$ cat src/rtl/mem_preloader_pkg.sv
// Shared constants for the memory preloader: operation modes, FSM state
// codes and the Galois LFSR step used for fill and verify data.
//   PL_MODE_*     2-bit operation selector latched at start
//   PL_ST_*       2-bit FSM state encoding
//   PL_LFSR_TAPS  feedback taps of the 16-bit right-shifting Galois LFSR
package mem_preloader_pkg;

  localparam logic [1:0] PL_MODE_ZERO        = 2'b00;
  localparam logic [1:0] PL_MODE_LFSR_FILL   = 2'b01;
  localparam logic [1:0] PL_MODE_STREAM_FILL = 2'b10;
  localparam logic [1:0] PL_MODE_LFSR_VERIFY = 2'b11;

  localparam logic [1:0] PL_ST_IDLE  = 2'b00;
  localparam logic [1:0] PL_ST_RUN   = 2'b01;
  localparam logic [1:0] PL_ST_DRAIN = 2'b10;
  localparam logic [1:0] PL_ST_DONE  = 2'b11;

  localparam logic [15:0] PL_LFSR_TAPS = 16'hB400;

  function automatic logic [15:0] pl_lfsr_step(input logic [15:0] s);
    return (s >> 1) ^ (s[0] ? PL_LFSR_TAPS : 16'h0000);
  endfunction

endpackage

$ cat src/rtl/mem_preloader_if.sv
// Bus bundle between the preloader and its neighbours: the stream-load
// handshake (s_valid/s_data/s_ready) and the single-port memory interface
// (mem_we/mem_addr/mem_din/mem_dout, read data one cycle after address).
//   master : preloader side (drives mem, accepts stream)
//   slave  : memory / stream source side
interface mem_preloader_if #(
  parameter int ADDR_WIDTH = 16,
  parameter int DATA_WIDTH = 8
) ();
  logic                  s_valid;
  logic [DATA_WIDTH-1:0] s_data;
  logic                  s_ready;
  logic                  mem_we;
  logic [ADDR_WIDTH-1:0] mem_addr;
  logic [DATA_WIDTH-1:0] mem_din;
  logic [DATA_WIDTH-1:0] mem_dout;

  modport master (
    input  s_valid, s_data, mem_dout,
    output s_ready, mem_we, mem_addr, mem_din
  );

  modport slave (
    output s_valid, s_data, mem_dout,
    input  s_ready, mem_we, mem_addr, mem_din
  );
endinterface

$ cat src/rtl/mem_preloader_lfsr.sv
// pl_lfsr: 16-bit right-shifting Galois LFSR (taps 16'hB400).
//   clk, reset : clock, asynchronous active-high reset (state <= SEED)
//   load, seed : synchronous reload; load has priority over en
//   en         : advance one step
//   state      : current LFSR value (first word after load = seed)
module pl_lfsr
  import mem_preloader_pkg::*;
#(
  parameter logic [15:0] SEED = 16'hACE1
) (
  input  logic        clk,
  input  logic        reset,
  input  logic        load,
  input  logic        en,
  input  logic [15:0] seed,
  output logic [15:0] state
);

  always_ff @(posedge clk or posedge reset) begin
    if (reset)      state <= SEED;
    else if (load)  state <= seed;
    else if (en)    state <= pl_lfsr_step(state);
  end

endmodule

$ cat src/rtl/mem_preloader.sv
// mem_preloader: memory initialisation engine. Zero-fills, LFSR-fills,
// stream-loads or LFSR-verifies length words starting at base_addr
// (addresses wrap). While busy it owns the memory port and holds the core.
//   clk, reset          : clock, asynchronous active-high reset
//   start, mode         : 1-cycle request (IDLE only) and operation select
//   base_addr, length   : region, latched at start
//   seed_in             : LFSR seed, 0 selects SEED
//   bus (master)        : stream handshake + memory port
//   busy, hold_core     : operation in progress
//   done                : 1-cycle pulse at end of operation
//   error, err_addr     : sticky verify mismatch and its first address
module mem_preloader
  import mem_preloader_pkg::*;
#(
  parameter int          ADDR_WIDTH = 16,
  parameter int          DATA_WIDTH = 8,
  parameter logic [15:0] SEED       = 16'hACE1
) (
  input  logic                  clk,
  input  logic                  reset,
  input  logic                  start,
  input  logic [1:0]            mode,
  input  logic [ADDR_WIDTH-1:0] base_addr,
  input  logic [ADDR_WIDTH-1:0] length,
  input  logic [15:0]           seed_in,
  mem_preloader_if.master       bus,
  output logic                  busy,
  output logic                  hold_core,
  output logic                  done,
  output logic                  error,
  output logic [ADDR_WIDTH-1:0] err_addr
);

  logic [1:0]            state;
  logic [1:0]            mode_r;
  logic [ADDR_WIDTH-1:0] base_r;
  logic [ADDR_WIDTH-1:0] len_r;
  logic [ADDR_WIDTH-1:0] cnt;
  logic [15:0]           lfsr;
  logic [DATA_WIDTH-1:0] lfsr_word;
  logic [DATA_WIDTH-1:0] wdata;
  logic                  is_stream;
  logic                  is_verify;
  logic                  all_issued;
  logic                  issue;
  logic                  mismatch;
  logic                  vld_p1;
  logic                  vld_p2;
  logic [DATA_WIDTH-1:0] exp_p1;
  logic [DATA_WIDTH-1:0] exp_p2;
  logic [ADDR_WIDTH-1:0] addr_p2;

  assign is_stream  = (mode_r == PL_MODE_STREAM_FILL);
  assign is_verify  = (mode_r == PL_MODE_LFSR_VERIFY);
  assign all_issued = (cnt == len_r);
  assign lfsr_word  = DATA_WIDTH'(lfsr);

  // Only the first mismatch counts; once error is set the compare is muted.
  assign mismatch = vld_p2 && !error && (bus.mem_dout != exp_p2);

  // s_ready drops as soon as the last word has been accepted so the source
  // never sees a handshake that is not consumed.
  assign bus.s_ready = (state == PL_ST_RUN) && is_stream && !all_issued;

  assign issue = (state == PL_ST_RUN) && !all_issued && !mismatch &&
                 (!is_stream || bus.s_valid);

  always_comb begin
    wdata = '0;
    case (mode_r)
      PL_MODE_LFSR_FILL:   wdata = lfsr_word;
      PL_MODE_STREAM_FILL: wdata = bus.s_data;
      default:             wdata = '0;
    endcase
  end

  pl_lfsr #(.SEED(SEED)) u_lfsr (
    .clk   (clk),
    .reset (reset),
    .load  ((state == PL_ST_IDLE) && start),
    .en    (issue),
    .seed  ((seed_in == 16'h0000) ? SEED : seed_in),
    .state (lfsr)
  );

  assign busy      = (state != PL_ST_IDLE);
  assign hold_core = busy;
  assign done      = (state == PL_ST_DONE);

  always_ff @(posedge clk or posedge reset) begin
    if (reset) begin
      state        <= PL_ST_IDLE;
      mode_r       <= PL_MODE_ZERO;
      base_r       <= '0;
      len_r        <= '0;
      cnt          <= '0;
      error        <= 1'b0;
      err_addr     <= '0;
      bus.mem_we   <= 1'b0;
      bus.mem_addr <= '0;
      bus.mem_din  <= '0;
      vld_p1       <= 1'b0;
      vld_p2       <= 1'b0;
    end else begin
      // Issue stage: registered memory request, one word per issue.
      bus.mem_we <= issue && !is_verify;
      if (issue) begin
        bus.mem_addr <= base_r + cnt;
        cnt          <= cnt + 1'b1;
        if (!is_verify) bus.mem_din <= wdata;
      end
      // Verify pipeline: p1 = address on the bus, p2 = read data returning.
      vld_p1 <= issue && is_verify;
      vld_p2 <= vld_p1;

      case (state)
        PL_ST_IDLE: begin
          if (start) begin
            mode_r   <= mode;
            base_r   <= base_addr;
            len_r    <= length;
            cnt      <= '0;
            error    <= 1'b0;
            err_addr <= '0;
            state    <= PL_ST_RUN;
          end
        end
        PL_ST_RUN: begin
          if (mismatch) begin
            error    <= 1'b1;
            err_addr <= addr_p2;
            state    <= PL_ST_DRAIN;
          end else if (all_issued) begin
            state <= (is_verify && (len_r != '0)) ? PL_ST_DRAIN : PL_ST_DONE;
          end
        end
        PL_ST_DRAIN: begin
          if (mismatch) begin
            error    <= 1'b1;
            err_addr <= addr_p2;
          end
          // Nothing left behind the compare happening this cycle.
          if (!vld_p1) state <= PL_ST_DONE;
        end
        default: state <= PL_ST_IDLE;
      endcase
    end
  end

  // Expected-data pipeline, aligned with vld_p1/vld_p2.
  always_ff @(posedge clk) begin
    if (issue) exp_p1 <= lfsr_word;
    exp_p2  <= exp_p1;
    addr_p2 <= bus.mem_addr;
  end

endmodule

$ cat src/flat_wrapper.sv
// flat-port wrapper written by rule: the top's interface ports become plain ports
module mem_preloader_flat import mem_preloader_pkg::*;
#(
  parameter int          ADDR_WIDTH = 16,
  parameter int          DATA_WIDTH = 8,
  parameter logic [15:0] SEED       = 16'hACE1
)
  (clk, reset, start, mode, base_addr, length, seed_in, busy, hold_core, done, error, err_addr, bus_s_valid, bus_s_data, bus_mem_dout, bus_s_ready, bus_mem_we, bus_mem_addr, bus_mem_din);
  mem_preloader_if #(.ADDR_WIDTH(ADDR_WIDTH), .DATA_WIDTH(DATA_WIDTH)) bus_i ();
  input  logic clk;
  input  logic reset;
  input  logic start;
  input  logic [1:0] mode;
  input  logic [ADDR_WIDTH-1:0] base_addr;
  input  logic [ADDR_WIDTH-1:0] length;
  input  logic [15:0] seed_in;
  output logic busy;
  output logic hold_core;
  output logic done;
  output logic error;
  output logic [ADDR_WIDTH-1:0] err_addr;
  input wire logic [$bits(bus_i.s_valid)-1:0] bus_s_valid;
  input wire logic [$bits(bus_i.s_data)-1:0] bus_s_data;
  input wire logic [$bits(bus_i.mem_dout)-1:0] bus_mem_dout;
  output wire logic [$bits(bus_i.s_ready)-1:0] bus_s_ready;
  output wire logic [$bits(bus_i.mem_we)-1:0] bus_mem_we;
  output wire logic [$bits(bus_i.mem_addr)-1:0] bus_mem_addr;
  output wire logic [$bits(bus_i.mem_din)-1:0] bus_mem_din;
  assign bus_i.s_valid = bus_s_valid;
  assign bus_i.s_data = bus_s_data;
  assign bus_i.mem_dout = bus_mem_dout;
  assign bus_s_ready = bus_i.s_ready;
  assign bus_mem_we = bus_i.mem_we;
  assign bus_mem_addr = bus_i.mem_addr;
  assign bus_mem_din = bus_i.mem_din;
  mem_preloader #(.ADDR_WIDTH(ADDR_WIDTH), .DATA_WIDTH(DATA_WIDTH), .SEED(SEED)) u_core (.clk(clk), .reset(reset), .start(start), .mode(mode), .base_addr(base_addr), .length(length), .seed_in(seed_in), .bus(bus_i), .busy(busy), .hold_core(hold_core), .done(done), .error(error), .err_addr(err_addr));
endmodule
$ cat config.mk
export PLATFORM = sky130hd
export DESIGN_NAME = mem_preloader_flat
export DESIGN_NICKNAME = d
export VERILOG_FILES = /design/src/rtl/mem_preloader_pkg.sv /design/src/rtl/mem_preloader_if.sv /design/src/rtl/mem_preloader_lfsr.sv /design/src/rtl/mem_preloader.sv /design/src/flat_wrapper.sv
export SDC_FILE = /design/constraint.sdc
export NUM_CORES = 1
export LEC_CHECK = 0
export CELL_PAD_IN_SITES_DETAIL_PLACEMENT = 1
export CELL_PAD_IN_SITES_GLOBAL_PLACEMENT = 2
export CORE_AREA = 2 2 147 149
export CTS_BUF_LIST = sky130_fd_sc_hd__clkbuf_16
export DETAILED_ROUTE_END_ITERATION = 8
export DIE_AREA = 0 0 149 151
export HOLD_SLACK_MARGIN = 0.02
export PLACE_DENSITY = 0.85
export SYNTH_ARGS = -nofsm -noshare
export SYNTH_HDL_FRONTEND = slang
export SYNTH_HIERARCHICAL = 1
export SYNTH_SLANG_ARGS = --single-unit
$ cat constraint.sdc
create_clock -name clk -period 3.67 [get_ports clk]
set_input_delay 0.5505 -clock clk [delete_from_list [all_inputs] [get_ports clk]]
set_output_delay 0.5505 -clock clk [all_outputs]
set_load 0.01 [all_outputs]
==> results of run 1 <==
[cells by family after synthesis]
group | count (synthesis)
DFF | 144
xor gates and xnor gates | 40
buffers and inverters | 55
and+or+nand+nor | 276
AOI/OAI and AO/OA | 130
adders and majority gates | 25
muxes | 24
[per-layer routing]
metal / wire length, um / vias up
li1: - / 2588
met1: 8630 / 2515
met2: 8080 / 85
met3: 585 / 14
met4: 165 / 0
met5: 0 / -
[worst paths after layout]
kind | slack [ps] | cells after the start | start | to
min in group asynchronous | 480 | 2 | reset | u_core/bus.mem_din[0]
max in group asynchronous | 2480 | 3 | reset | u_core/err_addr[10]
max reg2reg | 1080 | 8 | u_core/cnt[0] | u_core/bus.mem_addr[14]
max | 590 | 5 | u_core/cnt[7] | bus_s_ready
min reg2reg | 340 | 0 | u_core/exp_p1[7] | u_core/exp_p2[7]
min | 340 | 0 | u_core/exp_p1[7] | u_core/exp_p2[7]
[worst max-delay path: stages, from the launching register on]
cell and delay (ps):
dfrtp_1 540, xor2_1 210, nor4_1 270, nand4_1 300, and3_1 300, clkdlybuf4s50_1 480
[sequential cells by signal (all words and copies together), names as in the netlist, 2 cells and up]
register	cells
u_core/addr_p2	16
u_core/base_r	16
u_core/bus.mem_addr	16
u_core/bus.mem_din	8
u_core/cnt	16
u_core/err_addr	16
u_core/exp_p1	8
u_core/exp_p2	8
u_core/len_r	16
u_core/mode_r	2
u_core/state	2
u_core/u_lfsr/state	16
[final cells by class]
class	count	share of cell area (%)
Sequential cell	144	40.6
Clock inverter	15	1.42
Timing Repair Buffer	123	14.0
Clock buffer	17	4.88
Inverter	12	0.546
Multi-Input combinational cell	495	34.6
Tap cell	275	3.95
[power groups by stage]
stage,registers (mW),clock network (mW),logic [mW]
final,2.72,1.63,2.58
after global routing,2.81,1.75,2.91
after CTS,2.73,1.67,2.62
after detailed placement,2.76,0,2.60
after global placement,2.74,0,2.53
after floorplan,2.66,0,1.71
[through the flow]
| stage | power (mW) | util [%] |
|---|---|---|
| detailed placement | 5.35 | 39.2 |
| global placement | 5.26 | 39.2 |
| floorplan | 4.38 | - |
| finish | 6.93 | 41.8 |
| global route | 7.47 | 41.8 |
| CTS | 7.02 | 41.8 |
[placed cells by master, fill, tap and decap left out, drive strengths merged, types with 13 or more instances in the layout]
cell,count
ha,24
clkdlybuf4s50,115
clkbuf,17
dfxtp,24
o21ai,49
mux2i,13
nand2b,13
dfrtp,104
xor2,24
nor2,20
a21oi,19
xnor2,16
inv,22
nand2,182
==> results.cfg, run 1 <==
[final_layout]
flow.area_growth_from_synthesis_pct = 27.9
layout.nets = 888
n_diodes = 0
post_route_cells_drive_above_1_share_pct = 8.44
filler_cell_count = 2358
stdcell_count = 1081
fin_area_sq_um = 8710
sequential_cell_area_sq_um = 3530
multi_input_comb_area_sq_um = 3010

[global_route]
grt.overflow.total = 0
routing_usage_on_met2_pct = 25.8
use_met1_pct = 22.7
grt_pass1_vias = 5296
groute.usage.overall_pct = 16.3
grt_start_max_net_pins = 78
grt_most_used_layer = met2
grt_first_pass_wirelength_um = 28500
initial_antenna_violation_count = 0
grt_use_met3_pct = 3.37

[timing]
max_clock_freq_ghz = 0.325
min_period_ps = 3080
grt_setup_unrepaired = no
setup_violations = 0
worst_pin_slew_ps = 792
hold_violations = 0
timing_max_transition_violations_final = 0
worst_hold_slack_ps = 345
setup-tns-final_ps = 0
worst_clock_skew_ps = 8.67
layout_worst_path_cycle_share_pct = 83.8
worst_slack_ps = 594
worst_slew_margin_rel_pct = 47.1

[logic_synthesis]
synth-simple-area-share_pct = 18.4
synth_fa_ha_area_share_pct = 4.70
synth_top_family_by_area = simple AND/OR/NAND/NOR gates
synth_flop_cell = dfrtp_1
synth_warnings = 6
synthTopCellsByArea = dfrtp_1 38%, nand2_1 10%, dfxtp_1 7.1%, ha_1 4.4%, edfxtp_1 3.5%
post_synth_most_frequent_cells = 182 x nand2_1, 104 x dfrtp_1, 38 x o21ai_0
yosys.cell_count.top_type = nand2_1
post_synth_edffs = 8
synth_nets = 789
synth-async-reset-ratio_pct = 77.8
synth-seq-area-share_pct = 51.9
synthCells = 694
synth.area.mux_share_pct = 3.73
synth_area_per_cell_sq_um = 9.81
fraction_of_synthesized_cell_area_taken_by_the_top_area_cell_type_pct = 38.2
netlist.top_cell.by_area = dfrtp_1
postSynthRegisterBits = 144
synth_xor_area_share_pct = 5.14
ys_types = 59
synth_area_sq_um = 6810
compound_gate_portion_of_the_synthesized_area_pct = 12.2

[power_and_ir_drop]
power.sequential.fraction_pct = 39.2
netSwitchingFraction_pct = 37.8
clkPwrFrac_pct = 23.5
net-switching-power_mw = 2.62
combinational_power_share_pct = 37.2
vdd_drop_max_mv = 0.327
power_leakage_nw = 3.85
powerDensity_nw_per_um2 = 796
p_int_mw = 4.31

[clocking]
cts_tree = built
cts.hold.buffers_added = 0
cts.clk_slew.worst_paths_ps = 70
clock_insertion_delay_worst_skew_ps = 420
clock_buffers_created_by_tritoncts = 17
htree_levels = 4
root_buffer = clkbuf_16
clock_sinks = 144
cts.repair_timing.setup_buffer_count = 0
cts_resized = 0
clock_tree.buffer_depth = 2

[hold_path]
min_path_type = flop to flop

[placed_design]
numPlacedInstances = 1049
post_dp_cell_area_sq_um = 8160
place_ws_ps = 799
port-buffer-count = 115
hpwlAfterDp_um = 12500
routabilityCongestion = 0.770

[worst_setup_path]
worstSetupEndpointType = output pin
timing.critical_path.fanout_max = 9
crit_path_start_kind = flop
timing.setup.critical_path_class = flop to output pin
worst-endpoint-required_ps = 3120
arrival_time_reported_for_the_critical_path_endpoint_ps = 2530

[routing]
initialDrtViolationCount = 184
via_count = 5202
drtAntennaViolNets = 0
avgViaCountPerCell = 4.81
routedWlPerCell_um = 16.1
remaining_drc_errors = 0
postRouteWirelength_um = 17500
firstDrtPassIters = 4

[run_status]
run_status = complete, no violations

[floorplan]
core.rowCount = 53
die_w_um = 149
top_level_ports = 116
initial_standard_cell_utilization_of_the_core_pct = 32.7
fp.dieArea_sq_um = 22500
die_h_um = 151
fp.coreArea_sq_um = 20800

[flow_run]
cap_viol_max_count = 0
(Power assumes the default switching activity.)
==> inputs of run 2 (changes only) <==
--- a/config.mk
+++ b/config.mk
@@ -7,12 +7,12 @@
 export LEC_CHECK = 0
 export CELL_PAD_IN_SITES_DETAIL_PLACEMENT = 1
 export CELL_PAD_IN_SITES_GLOBAL_PLACEMENT = 2
-export CORE_AREA = 2 2 147 149
+export CORE_AREA = 2 2 154 156
 export CTS_BUF_LIST = sky130_fd_sc_hd__clkbuf_16
 export DETAILED_ROUTE_END_ITERATION = 8
-export DIE_AREA = 0 0 149 151
+export DIE_AREA = 0 0 156 158
 export HOLD_SLACK_MARGIN = 0.02
-export PLACE_DENSITY = 0.85
+export PLACE_DENSITY = 0.81
 export SYNTH_ARGS = -nofsm -noshare
 export SYNTH_HDL_FRONTEND = slang
 export SYNTH_HIERARCHICAL = 1
==> constraint.sdc (replaced) <==
create_clock -name clk -period 2.6 [get_ports clk]
set_input_delay 0.39 -clock clk [delete_from_list [all_inputs] [get_ports clk]]
set_output_delay 0.39 -clock clk [all_outputs]
set_load 0.01 [all_outputs]
==> results.cfg, run 2 (synthesized netlist as in run 1, its figures left out) <==
[run_status]
run_status = complete, no violations

[routing]
remaining_drc_errors = 0
avgViaCountPerCell = 4.77
routedWlPerCell_um = 16.1
postRouteWirelength_um = 18000
firstDrtPassIters = 5
via_count = 5333
drtAntennaViolNets = 0
initialDrtViolationCount = 178

[worst_setup_path]
cp_slowest_stage_delay_ps = 490
path_cells = xor2_1, nor4_2, nand4_1, and3_4, dlygate4sd2_1
cp_top_family = simple AND/OR/NAND/NOR gates
crit_path_start_kind = flop
timing.setup.critical_path_class = flop to output pin
critical_path.slowest_cell = dfrtp_1
worst-path-buf-inv = 1
worstSetupEndpointType = output pin
arrival_time_reported_for_the_critical_path_endpoint_ps = 2130
timing.critical_path.fanout_max = 7
worst-endpoint-required_ps = 2210

[clocking]
htree_levels = 4
cts.clk_slew.worst_paths_ps = 60
clock_sinks = 144
cts_tree = built
cts.hold.buffers_added = 0
root_buffer = clkbuf_16
clock_buffers_created_by_tritoncts = 17
clock_tree.buffer_depth = 2
clock_insertion_delay_worst_skew_ps = 420

[power_and_ir_drop]
vdd_drop_max_mv = 0.438
combinational_power_share_pct = 38.7
design_power_total_mw = 9.95
powerDensity_nw_per_um2 = 1110
net-switching-power_mw = 3.71
power.sequential.fraction_pct = 38.7
clkPwrFrac_pct = 22.6
netSwitchingFraction_pct = 37.2
power_leakage_nw = 3.98
p_int_mw = 6.25

[timing]
worst_clock_skew_ps = 8.79
layout_worst_path_cycle_share_pct = 96.9
hold_violations = 0
worst_slew_margin_rel_pct = 58.5
timing_max_transition_violations_final = 0
worst_slack_ps = 80.7
min_period_ps = 2520
setup_violations = 0
worst_pin_slew_ps = 622
max_clock_freq_ghz = 0.397
setup-tns-final_ps = 0
grt_setup_unrepaired = no

[floorplan]
initial_standard_cell_utilization_of_the_core_pct = 29.5
die_h_um = 158
die_w_um = 156
core.rowCount = 56
top_level_ports = 116
fp.coreArea_sq_um = 23100
fp.dieArea_sq_um = 24600

[final_layout]
n_diodes = 0
post_route_cells_drive_above_1_share_pct = 11.2
stdcell_count = 1117
layout.nets = 909
mostFrequentLayoutCells = 182 x nand2_1, 114 x clkdlybuf4s50_1, 102 x dfrtp_1
layout.cells.most_common = nand2_1
filler_cell_count = 2589
flow.area_growth_from_synthesis_pct = 31.4

[global_route]
grt_start_max_net_pins = 40
initial_antenna_violation_count = 0
grt.overflow.total = 0
grt_first_pass_wirelength_um = 29400
groute.usage.overall_pct = 15.2
grt_pass1_vias = 5662

[flow_run]
cap_viol_max_count = 0

[placed_design]
numPlacedInstances = 1082
hpwlAfterDp_um = 13200
place_ws_ps = 83.0
routabilityCongestion = 0.784
port-buffer-count = 115

[hold_path]
min_path_type = flop to flop
## run 2: cell count changes in the layout (fill, tap and decap cells not counted), sizes merged
| cell | before | now |
|---|---|---|
| buf | 8 | 29 |
| clkbuf | 17 | 18 |
| clkdlybuf4s50 | 115 | 114 |
| clkinv | 2 | 7 |
| clkinvlp | 3 | 2 |
| dlygate4sd2 | 0 | 1 |
| inv | 22 | 17 |
## run 2: worst paths after layout
| check | slack [ps] | cells after the start | to | start |
|---|---|---|---|---|
| min in group asynchronous | 420 | 2 | u_core/bus.mem_din[2] | reset |
| max in group asynchronous | 1580 | 3 | u_core/cnt[0] | reset |
| min reg2reg | 340 | 0 | u_core/exp_p2[7] | u_core/exp_p1[7] |
| min | 340 | 0 | u_core/exp_p2[7] | u_core/exp_p1[7] |
| max reg2reg | 180 | 7 | u_core/state[0] | u_core/cnt[4] |
| max | 80 | 5 | bus_s_ready | u_core/cnt[4] |
## run 2: power groups by stage
| stage | clock [mW] | combinational [mW] | sequential, mW |
|---|---|---|---|
| global route | 2.42 | 4.36 | 3.97 |
| floorplan | 0 | 2.42 | 3.76 |
| finish | 2.25 | 3.85 | 3.85 |
| detailed placement | 0 | 3.83 | 3.91 |
| CTS | 2.32 | 3.87 | 3.87 |
| global placement | 0 | 3.75 | 3.88 |
## run 2: stage by stage
step | hold slack, ps | area [sq um] | utilization, %
3_3_place_gp | 324 | 8350 | 36.2
3_5_place_dp | 329 | 8350 | 36.2
4_1_cts | 342 | 8930 | 38.7
6_report | 337 | 8950 | 38.8
5_1_grt | 353 | 8950 | 38.8
2_1_floorplan | 298 | 6810 | -
## run 2: area by class of cell
cell class	count	area, sq um	area share [%]
clock inverter	14	91.3	1.02
sequential	144	3540	39.5
multi-input combinational	495	3040	34.0
clock buffer	18	450	5.03
tap	290	363	4.05
timing repair buffer	144	1420	15.8
inverter	12	48.8	0.545
## run 2: worst reg2reg max path: cells and delay by family, from the launching register on
| kind | cells | cell delay (ps) |
|---|---|---|
| AND/OR/NAND/NOR | 3 | 760 |
| multiplexers | 1 | 360 |
| AO/OA/AOI/OAI | 1 | 280 |
| buffers and inverters | 1 | 230 |
| XOR/XNOR | 1 | 200 |
| flip-flops | 1 | 490 |
## run 2: timing repair
| action | in CTS | in global routing |
|---|---|---|
| gates resized for setup | 5 | 4 |
| endpoints found under the setup margin | 1 | 10 |
| pin swaps | 3 | 1 |
| buffers inserted | 3 | 0 |
## run 2: layer usage
| layer | GRT usage (%) | vias to the layer above | routed length (um) |
|---|---|---|---|
| met4 | 5.29 | 0 | 292 |
| met5 | 0 | - | 0 |
| met3 | 2.74 | 17 | 445 |
| li1 | - | 2632 | - |
| met2 | 25.6 | 74 | 8650 |
| met1 | 19.8 | 2610 | 8560 |
